**src/rtl/gfx_pkg.sv**
```systemverilog
// Shared graphics types and default screen geometry for the raster pipeline.
package gfx_pkg;

  localparam int H_RES_DEFAULT = 640;
  localparam int V_RES_DEFAULT = 400;

  typedef logic [9:0] coord_t;
  typedef logic [3:0] color_t;

  typedef enum logic [1:0] {
    IDLE  = 2'd0,
    SETUP = 2'd1,
    DRAW  = 2'd2,
    DONE  = 2'd3
  } raster_state_t;

endpackage

```
**src/rtl/line_rasterizer.sv**
```systemverilog
// Bresenham line rasterizer: latches a two-endpoint command and walks it one pixel per clock,
// presenting each pixel on x_pos/y_pos with en low for off-screen pixels and held cycles.
module line_rasterizer
  import gfx_pkg::*;
#(
  parameter int H_RES = H_RES_DEFAULT,
  parameter int V_RES = V_RES_DEFAULT
) (
  input  logic       clk,
  input  logic       rst_n,
  input  logic       start,
  input  logic [9:0] x0,
  input  logic [9:0] y0,
  input  logic [9:0] x1,
  input  logic [9:0] y1,
  input  logic [3:0] color_i,
  input  logic       hold,
  output logic       busy,
  output logic       done,
  output logic [9:0] x_pos,
  output logic [9:0] y_pos,
  output logic       en,
  output logic [3:0] color_o
);

  localparam logic [10:0] H_LIM = 11'(H_RES);
  localparam logic [10:0] V_LIM = 11'(V_RES);

  raster_state_t      state;
  coord_t             x0_q, y0_q, x1_q, y1_q;
  logic signed [10:0] dx_q, dy_q;
  logic               sx_neg, sy_neg;
  logic signed [11:0] err_q;

  logic               sx_neg_init, sy_neg_init;
  logic        [9:0]  adx, ady;
  logic signed [10:0] dx_init, dy_init;
  logic signed [11:0] err_init;

  logic signed [12:0] e2, dx_ext13, dy_ext13;
  logic signed [11:0] dx_ext12, dy_ext12, err_nxt;
  logic               step_x, step_y, at_end;
  coord_t             x_nxt, y_nxt;

  function automatic logic on_screen(input coord_t x, input coord_t y);
    return ({1'b0, x} < H_LIM) && ({1'b0, y} < V_LIM);
  endfunction

  // Setup terms: dx is the positive x span, dy the negated y span.
  always_comb begin
    sx_neg_init = (x1_q < x0_q);
    sy_neg_init = (y1_q < y0_q);
    adx         = sx_neg_init ? (x0_q - x1_q) : (x1_q - x0_q);
    ady         = sy_neg_init ? (y0_q - y1_q) : (y1_q - y0_q);
    dx_init     = $signed({1'b0, adx});
    dy_init     = -$signed({1'b0, ady});
    err_init    = $signed({dx_init[10], dx_init}) + $signed({dy_init[10], dy_init});
  end

  // Per-pixel step; x and y decisions share one e2 so diagonal moves happen in one cycle.
  always_comb begin
    dx_ext12 = $signed({dx_q[10], dx_q});
    dy_ext12 = $signed({dy_q[10], dy_q});
    dx_ext13 = $signed({{2{dx_q[10]}}, dx_q});
    dy_ext13 = $signed({{2{dy_q[10]}}, dy_q});
    e2       = $signed({err_q, 1'b0});
    step_x   = (e2 >= dy_ext13);
    step_y   = (e2 <= dx_ext13);
    err_nxt  = err_q;
    if (step_x) err_nxt = err_nxt + dy_ext12;
    if (step_y) err_nxt = err_nxt + dx_ext12;
    x_nxt    = x_pos;
    y_nxt    = y_pos;
    if (step_x) x_nxt = sx_neg ? (x_pos - 10'd1) : (x_pos + 10'd1);
    if (step_y) y_nxt = sy_neg ? (y_pos - 10'd1) : (y_pos + 10'd1);
    at_end   = (x_pos == x1_q) && (y_pos == y1_q);
  end

  always_ff @(posedge clk) begin
    if (!rst_n) begin
      state   <= IDLE;
      busy    <= 1'b0;
      done    <= 1'b0;
      en      <= 1'b0;
      x_pos   <= '0;
      y_pos   <= '0;
      color_o <= '0;
      x0_q    <= '0;
      y0_q    <= '0;
      x1_q    <= '0;
      y1_q    <= '0;
      dx_q    <= '0;
      dy_q    <= '0;
      sx_neg  <= 1'b0;
      sy_neg  <= 1'b0;
      err_q   <= '0;
    end else begin
      done <= 1'b0;
      case (state)
        IDLE: begin
          en <= 1'b0;
          if (start) begin
            x0_q    <= x0;
            y0_q    <= y0;
            x1_q    <= x1;
            y1_q    <= y1;
            color_o <= color_i;
            busy    <= 1'b1;
            state   <= SETUP;
          end
        end
        SETUP: begin
          // The first pixel is the start point itself, issued as DRAW is entered.
          dx_q   <= dx_init;
          dy_q   <= dy_init;
          sx_neg <= sx_neg_init;
          sy_neg <= sy_neg_init;
          err_q  <= err_init;
          x_pos  <= x0_q;
          y_pos  <= y0_q;
          en     <= on_screen(x0_q, y0_q);
          state  <= DRAW;
        end
        DRAW: begin
          if (hold) begin
            en <= 1'b0;
          end else if (at_end) begin
            en    <= 1'b0;
            done  <= 1'b1;
            state <= DONE;
          end else begin
            x_pos <= x_nxt;
            y_pos <= y_nxt;
            err_q <= err_nxt;
            en    <= on_screen(x_nxt, y_nxt);
          end
        end
        DONE: begin
          en    <= 1'b0;
          busy  <= 1'b0;
          state <= IDLE;
        end
        default: begin
          en    <= 1'b0;
          busy  <= 1'b0;
          state <= IDLE;
        end
      endcase
    end
  end

endmodule

```
**config.mk**
```make
export PLATFORM = sky130hd
export DESIGN_NAME = line_rasterizer
export DESIGN_NICKNAME = d
export VERILOG_FILES = /design/src/rtl/gfx_pkg.sv /design/src/rtl/line_rasterizer.sv
export SDC_FILE = /design/constraint.sdc
export NUM_CORES = 1
export LEC_CHECK = 0
export BUFFER_PORTS_ARGS = -buffer_cell sky130_fd_sc_hd__buf_4
export CELL_PAD_IN_SITES_DETAIL_PLACEMENT = 1
export CELL_PAD_IN_SITES_GLOBAL_PLACEMENT = 2
export CORE_UTILIZATION = 33
export CTS_CLUSTER_DIAMETER = 30
export DETAILED_ROUTE_END_ITERATION = 8
export PLACE_DENSITY_LB_ADDON = 0.1
export SLEW_MARGIN = 20
export SYNTH_ARGS = -nofsm -noshare
export SYNTH_HDL_FRONTEND = slang
export SYNTH_SLANG_ARGS = --single-unit
```
**constraint.sdc**
```tcl
create_clock -name clk -period 4.38 [get_ports clk]
set_clock_uncertainty 0.15 [all_clocks]
set_input_delay 0.876 -clock clk [delete_from_list [all_inputs] [get_ports clk]]
set_output_delay 0.876 -clock clk [all_outputs]
set_load 0.005 [all_outputs]
```
Word-level counts from Yosys, hierarchy flattened
Cells that the tools add are included.

storage, ports and cells
  register bits = 104
  input bits = 48
  output and inout port bits = 27
  logic and storage cells = 86

operators by class
  add/subtract/negate cells = 12
  $lt $le $gt $ge = 8
  equality and inequality tests = 9
  muxes and demuxes = 27
  bitwise logic cells = 2
  reductions and logical operators = 12

operators by type and width
  operator                                             count
  two-way mux 10 bit                                   10
  two-way mux 12 bit                                   4
  one-hot mux 10 bit (2 select lines)                  2
  subtractor 10 bit                                    4
  adder 12 x 11 -> 12 bit                              2
  one-hot mux 12 bit (2 select lines)                  1
  adder 10 x 1 -> 10 bit, second input constant        2
  == test 10 bit                                       2
  < comparator 10 bit                                  2
  < comparator 10 bit, second input constant           2
  < comparator 10 x 9 -> 1 bit, second input constant  2
  subtractor 10 x 1 -> 10 bit, second input constant   2
  greater-or-equal comparator 13 x 11 -> 1 bit         1
  less-or-equal comparator 13 x 11 -> 1 bit            1
  adder 11 x 11 -> 12 bit                              1
  negator 10 -> 11 bit                                 1
  inequality test 2 bit, second input constant         4
  one-hot mux 2 bit (4 select lines)                   1
  two-way mux 2 bit                                    3
  AND reduction 3 bit                                  2
  == test 2 bit, second input constant                 2
  two-way mux 1 bit                                    4
  AND reduction 2 bit                                  2
  nonzero test 2 bit                                   2
  8 further kinds                                      11

Depth between registers and ports, before layout
Gate-level depths: netlist of the first run.

  depth after elaboration = 8
  mapped depth = 22
  depth with buffers taken out = 21

Worst setup path before layout of the first run
No wires, ideal clock.

  kind = register to register
  start point = register dy_q[10]
  end point = register err_q[10]
  library setup time = 0.101 ns
  data arrival time = 4.205 ns
  required time = 4.129 ns
  path slack = -0.076 ns
  stages on the path, launching flop included = 19
  buffers on the path = 0
  period minus slack after synthesis = 4.456 ns
  cell sequence = dfxtp_1 -> inv_1 -> ha_1 -> and3_1 -> nand4_1 -> o31a_1 -> a31oi_2 -> mux2_2 -> ha_1 -> fa_1 -> a211oi_1 -> o21ai_0 -> a211oi_1 -> o21ai_0 -> and3_1 -> or4_1 -> a31oi_1 -> a41oi_1 -> o41ai_1

between the ends
  longest elaborated chain between the ends = 7
  elaborated cells on any way between the ends = 8
  those cells by class = add/sub (2); order compare (1); mux (5)

RTL lines
  item                                                                                     line                                          text
  start, declared                                                                          line_rasterizer.sv:31                         logic signed [10:0] dx_q, dy_q;
  start signal, assigned                                                                   line_rasterizer.sv:115                        dy_q <= dy_init;
  adder 12 x 11 -> 12 bit or greater-or-equal comparator 13 x 11 -> 1 bit (tied branches)  line_rasterizer.sv:70, line_rasterizer.sv:67
  two-way mux 12 bit *                                                                     line_rasterizer.sv:70                         if (step_x) err_nxt = err_nxt + dy_ext12;
  adder 12 x 11 -> 12 bit                                                                  line_rasterizer.sv:71                         if (step_y) err_nxt = err_nxt + dx_ext12;
  two-way mux 12 bit *                                                                     line_rasterizer.sv:71
  two-way mux 12 bit *                                                                     line_rasterizer.sv:127                        end else if (at_end) begin
  two-way mux 12 bit *                                                                     line_rasterizer.sv:125                        if (hold) begin
  one-hot mux 12 bit (2 select lines) *                                                    line_rasterizer.sv:99                         case (state)
  end signal, assigned                                                                     line_rasterizer.sv:118                        err_q <= err_init;
  end signal, assigned                                                                     line_rasterizer.sv:134                        err_q <= err_nxt;
  end, declared                                                                            line_rasterizer.sv:33                         logic signed [11:0] err_q;

Every way passes the cells marked *; elsewhere a longest branch is shown, timed or not. The select of a mux whose other input is x is not followed.
A chain may end at the register's enable or synchronous reset.

Worst setup path in the final report of the first run
  start point = register y1_q[0]
  end point = register err_q[9]

between the ends
  longest elaborated chain between the ends = 5
  elaborated cells on any way between the ends = 11
  those cells by class = add/sub (4); order compare (1); eq/ne (2); mux (2); reduce/logical (2)

RTL lines
  item                                                      line                                          text
  start, declared                                           line_rasterizer.sv:30                         coord_t x0_q, y0_q, x1_q, y1_q;
  start signal, assigned                                    line_rasterizer.sv:106                        y1_q <= y1;
  subtractor 10 bit or < comparator 10 bit (tied branches)  line_rasterizer.sv:54, line_rasterizer.sv:52
  two-way mux 10 bit *                                      line_rasterizer.sv:54                         ady = sy_neg_init ? (y0_q - y1_q) : (y1_q - y0_q);
  negator 10 -> 11 bit *                                    line_rasterizer.sv:56                         dy_init = -$signed({1'b0, ady});
  net dy_init[6]                                            line_rasterizer.sv:37                         logic signed [10:0] dx_init, dy_init;
  adder 11 x 11 -> 12 bit *                                 line_rasterizer.sv:57                         err_init = $signed({dx_init[10], dx_init}) + $signed({dy_init[10], dy_init});
  one-hot mux 12 bit (2 select lines) *                     line_rasterizer.sv:99

Mark *: on every way through the listed nets, which the timed path passes. The rest lies on a longest branch.

==> results.yml, run 1 <==
status:
  status: "finished, violations left"
  violations: "setup timing"
grt:
  track_usage_pct: 25.4
  grt_pass1_vias: 9845
  grt_start_max_net_pins: 48
  use_met1_pct: 34.6
  met2_usage_pct: 42.6
  antenna_found_initial: 1
  grt_pass1_wl_um: 56000
  grt-busiest-layer: "met2"
  overflow: 0
  grt_use_met3_pct: 2.31
layout:
  final_area_um2: 12600
  antenna_cells: 0
  fin_nets: 1624
  drive_gt1_share_pct: 29.0
  final_cell_mix: "292 x buf_4, 132 x nand2_1, 116 x a21oi_1"
  area_growth_pct: 36.0
  nFillCells: 3374
  final_common_cell: "buf_4"
yosys:
  syn_area_um2: 9290
  postSynthCellCount: 1193
  synth_edf_count: 0
  synth_fp_nets: 1363
  synth_mux_area_share_pct: 4.66
  ys_ff_latch: 104
  seq_area_frac_synth_pct: 22.4
  yosysWarnings: 0
  synthXorXnorAreaFrac_pct: 7.89
  ys_types: 88
  syn_avg_cell_area_um2: 7.79
  async_flop_share_pct: 0
  synthFlopType: "dfxtp_1"
  yosys.area_share.simple_pct: 18.3
  synth_top_family_by_area: "compound AO/OA/AOI/OAI gates"
  synth-compound-area-share_pct: 23.4
  synth_fa_ha_area_share_pct: 17.2
setup_path:
  reg2reg_from: "y1_q[0]"
  cp.required_ns: 4.52
  crit_cells: 24
  path_max_fanout: 4
  path_class: "reg2reg"
  rr_worst_depth: 24
  path_buf_inv: 6
  cp_slowest_cell: "fa_2"
  start_kind: "register"
  ff2ff_setup_slack_ns: -0.01
  critPathCaptureType: "register"
  arrival_ns: 4.54
  rr_endpoint: "err_q[9]"
  crit_family: "compound AO/OA/AOI/OAI gates"
  path_common_cell: "inv_2"
  path_cells: "inv_2 -> ha_4 -> inv_2 -> fa_2 -> a211oi_2 -> o21ai_2 -> a31oi_4 -> buf_6 -> mux2i_4 -> xor2_2 -> buf_4 -> nand3_2 -> or2_4 -> xor2_4 -> inv_2 -> ha_4 -> buf_4 -> nor2_1 -> nor2_1 -> o41a_1 -> nand4_1 -> nand3_2 -> o31a_1 -> a211oi_2"
  critical_path.max_stage_delay_ns: 0.37
min_path:
  hold_depth: 2
  hold_path_end: "color_o[1]"
  hp-start: "color_o[1]"
  holdCritPathClass: "reg2reg"
placement:
  dp_hpwl_um: 28200
  placed_cell_area_um2: 11600
  port_buffers: 74
  gp_congestion: 0.931
  dp_slack_ns: -0.366
floorplan:
  io_pins: 75
  start_util_pct: 33.5
  die-area_um2: 28800
  core_um2: 27700
  rows: 61
  dieWidth_um: 170
  die_h_um: 170
sta:
  setup_tns_ns: -0.0144
  setup_viol: 1
  hold_violations: 0
  min_period_over_period_pct: 100
  relSlewSlack_pct: 29.7
  max_freq_mhz: 228
  rsz0062_at_grt: "yes"
  fin_ws_ns: -0.0144
  min_period_ns: 4.39
  worstMarginPinSlew_ns: 1.05
  slew_violations: 0
clock_network:
  cts.sinks: 104
  ctsHtreeMaxLevel: 3
  cts_tree: "done"
  cts_inserted_buffers: 9
  cts_hold_buf: 0
  cts-root-buf: "clkbuf_16"
  clock_latency_ns: 0.37
  cts.path.max_buffers: 2
  clk_pin_slew_ns: 0.09
job:
  cap_viol_max_count: 0
routing:
  num_vias: 9517
  wl_per_cell_um: 19.7
  drt_iter0_markers: 501
  first_pass_iters: 4
  antenna_left: 0
  wirelength_um: 36300
  viasPerCell: 5.18
  drc: 0
[cells in the mapped netlist (7+ instances only)]
cell type | n | area share (%)
dfxtp_1 | 104 | 22
a21oi_1 | 119 | 6.4
o21a_1 | 7 | 0.57
and3_1 | 9 | 0.61
or3_1 | 8 | 0.54
nor2_1 | 109 | 4.4
nor2b_1 | 8 | 0.54
mux2i_1 | 32 | 3.4
inv_1 | 94 | 3.8
xnor2_1 | 32 | 3.0
o21bai_1 | 7 | 0.57
nor4_1 | 8 | 0.54
clkbuf_1 | 32 | 1.3
a31oi_1 | 11 | 0.74
a211oi_1 | 27 | 2.2
nand2_1 | 132 | 5.3
a21o_1 | 22 | 1.8
nand3_1 | 33 | 1.8
xor2_1 | 43 | 4.1
o21ai_0 | 59 | 3.2
and2_1 | 7 | 0.47
ha_1 | 113 | 15
o211ai_1 | 12 | 0.97
nor3_1 | 17 | 0.92
mux2_2 | 9 | 1.1
fa_1 | 9 | 1.9
[routing by layer]
layer  vias to the layer above  part of all wire, %
li1                       4724                    -
met1                      4621                   49
met2                       139                   47
met3                        33                  2.6
met4                         0                  1.9
met5                         -                    0
[per-stage QoR]
step	hold WS, ns	utilization [%]	instances
after global routing	0.342	45.6	1837
after floorplan	0.303	-	1193
final	0.312	45.6	1837
after global placement	0.296	41.8	1790
after detailed placement	0.303	41.8	1790
after CTS	0.315	44.4	1827
[kinds of logic after synthesis]
kind of cell             Yosys count
AND/OR/NAND/NOR                  368
buffers and inverters            144
XOR/XNOR                          79
adder cells (fa/ha/maj)          122
AO/OA/AOI/OAI                    334
flip-flops                       104
multiplexers                      42
[worst min-delay path: stages (launching register included)]
cell	delay, ns
dfxtp_1	0.32
nand2_1	0.05
a21oi_1	0.05
[flip-flops by register name, summed over array words and instances, names as in the netlist, 10 cells and up]
name,count
x0_q,10
err_q,12
dx_q,10
y0_q,10
x1_q,10
y1_q,10
dy_q,11
x_pos,10
y_pos,10
[worst max path at each step]
| stage | start | to |
|---|---|---|
| 4_1_cts | y1_q[0] | err_q[7] |
| 3_3_place_gp | dy_q[10] | err_q[10] |
| 6_report | y1_q[0] | err_q[9] |
| 5_1_grt | y1_q[0] | err_q[9] |
| 2_1_floorplan | dy_q[10] | err_q[10] |
| 3_5_place_dp | y1_q[0] | err_q[9] |
[final cells by class]
| cell class | instances | area [um2] | share of cell area (%) |
|---|---|---|---|
| multi-input combinational | 945 | 7140 | 56.5 |
| inverter | 96 | 360 | 2.85 |
| clock inverter | 7 | 75.1 | 0.594 |
| tap | 378 | 473 | 3.74 |
| sequential | 104 | 2090 | 16.5 |
| clock buffer | 9 | 225 | 1.78 |
| timing repair buffer | 298 | 2270 | 18.0 |
[what timing repair did]
item,in CTS,in global routing
resized for setup,60,48
endpoints found under the setup margin,6,7
pin swaps,36,38
cloned,0,0
endpoints found under the hold margin,0,0
setup buffers,22,11
Power of run 1 is left out: the tool's default activity adds up to more than one toggle a clock period on the data nets, which glitch-free logic cannot reach.
==> run 2: changes to the inputs <==
--- a/config.mk
+++ b/config.mk
@@ -11,8 +11,9 @@
 export CORE_UTILIZATION = 33
 export CTS_CLUSTER_DIAMETER = 30
 export DETAILED_ROUTE_END_ITERATION = 8
-export PLACE_DENSITY_LB_ADDON = 0.1
+export PLACE_DENSITY = 0.74
 export SLEW_MARGIN = 20
 export SYNTH_ARGS = -nofsm -noshare
 export SYNTH_HDL_FRONTEND = slang
 export SYNTH_SLANG_ARGS = --single-unit
+export TNS_END_PERCENT = 100
==> results.yml, run 2 (same netlist as run 1, synthesis figures left out) <==
routing:
  first_pass_iters: 5
  wirelength_um: 35100
  viasPerCell: 5.22
  drt_iter0_markers: 431
  antenna_left: 0
  drc: 0
  num_vias: 9551
  wl_per_cell_um: 19.2
layout:
  final_common_cell: "buf_4"
  multi_input_area_um2: 6940
  area_growth_pct: 33.2
  drive_gt1_share_pct: 26.9
  seq_area_um2: 2090
  nFillCells: 3440
  finish.utilization_pct: 44.7
  regMostFlops: "err_q"
  antenna_cells: 0
  reg.largest.list: "err_q: 12 flops, dy_q: 11 flops"
  largest_reg_flops: 12
  fin_nets: 1616
  final_cell_mix: "283 x buf_4, 132 x nand2_1, 115 x a21oi_1"
clock_network:
  cts.path.max_buffers: 2
  clock_latency_ns: 0.37
  cts_tree: "done"
  cts.sinks: 104
  ctsHtreeMaxLevel: 3
  clk_pin_slew_ns: 0.09
  cts-root-buf: "clkbuf_16"
  cts_inserted_buffers: 9
sta:
  relSlewSlack_pct: 30.9
  min_period_ns: 4.37
  min_period_over_period_pct: 99.8
  hold_violations: 0
  max_freq_mhz: 229
  setup_viol: 0
  worstMarginPinSlew_ns: 1.03
  fin_ws_ns: 0.00992
  rsz0062_at_grt: "yes"
  slew_violations: 0
setup_path:
  cp.required_ns: 4.52
  start_kind: "register"
  critPathCaptureType: "register"
  arrival_ns: 4.51
  path_max_fanout: 4
  path_class: "reg2reg"
floorplan:
  dieWidth_um: 170
  io_pins: 75
  die-area_um2: 28800
  start_util_pct: 33.5
  rows: 61
  core_um2: 27700
  die_h_um: 170
placement:
  dp_slack_ns: -0.350
  gp_congestion: 0.877
  port_buffers: 74
  dp_hpwl_um: 27600
min_path:
  holdCritPathClass: "reg2reg"
grt:
  grt_pass1_vias: 9937
  antenna_found_initial: 0
  grt_start_max_net_pins: 48
  overflow: 0
  grt_pass1_wl_um: 54600
  track_usage_pct: 24.7
status:
  status: "finished, final reports clean"
job:
  cap_viol_max_count: 0
[run 2: cell types whose count changed in the layout (fill, tap and decap cells not counted), sizes merged]
cell / delta
buf: -8
clkinv: -2
inv: +2
clkbuf: +1
clkinvlp: -1
[run 2: routing by layer]
layer	track usage (%)	up-vias	wire, um
met5	0	-	0
met4	8.42	0	959
li1	-	4728	-
met2	41.4	189	16200
met1	33.1	4586	16900
met3	2.31	48	989
[run 2: final timing paths]
check | start | endpoint | slack (ns) | cells after the start
setup / recovery | y1_q[0] | err_q[9] | 0.01 | 20
hold / removal | color_o[0] | color_o[0] | 0.31 | 2
setup reg to reg | y1_q[0] | err_q[9] | 0.01 | 20
hold reg to reg | color_o[0] | color_o[0] | 0.31 | 2
[run 2: timing repair]
item | CTS | global route
gates resized for setup | 55 | 22
hold endpoints to repair | 0 | 0
cloned | 0 | 0
hold buffers | 0 | 0
setup endpoints to repair | 6 | 8
pin swaps | 38 | 25
setup buffers | 21 | 4
[run 2: per-stage QoR]
step                      TNS [ns]  cell area, um2  cells  hold WS (ns)
after global placement      -0.606           11600   1788         0.294
after global routing         -1.42           12400   1829         0.333
after floorplan           -0.00743            9310   1193         0.303
after detailed placement     -1.21           11600   1788         0.300
after CTS                  -0.0693           12200   1825         0.312
final                            0           12400   1829         0.310
[run 2: critical path, cell delays in order (launching register included)]
cell and delay (ns):
dfxtp_2 0.33, inv_2 0.05, ha_4 0.13, inv_4 0.04, fa_2 0.36, a211oi_4 0.26, o21ai_2 0.13, a31oi_4 0.27
mux2i_1 0.24, xor2_1 0.25, buf_4 0.20, nand3_1 0.10, xnor2_1 0.14, buf_4 0.14, ha_1 0.30, a21boi_1 0.16
o41a_1 0.38, nand4_1 0.14, nand3_2 0.11, o31a_1 0.26, a211oi_2 0.13
[run 2: final cells by class]
class / count / share of cell area [%]
Tap cell: 378 / 3.82
Sequential cell: 104 / 16.9
Timing Repair Buffer: 290 / 17.9
Clock buffer: 10 / 1.85
Clock inverter: 6 / 0.465
Multi-Input combinational cell: 945 / 56.1
Inverter: 96 / 2.95
Power of run 2 is left out for the same reason.
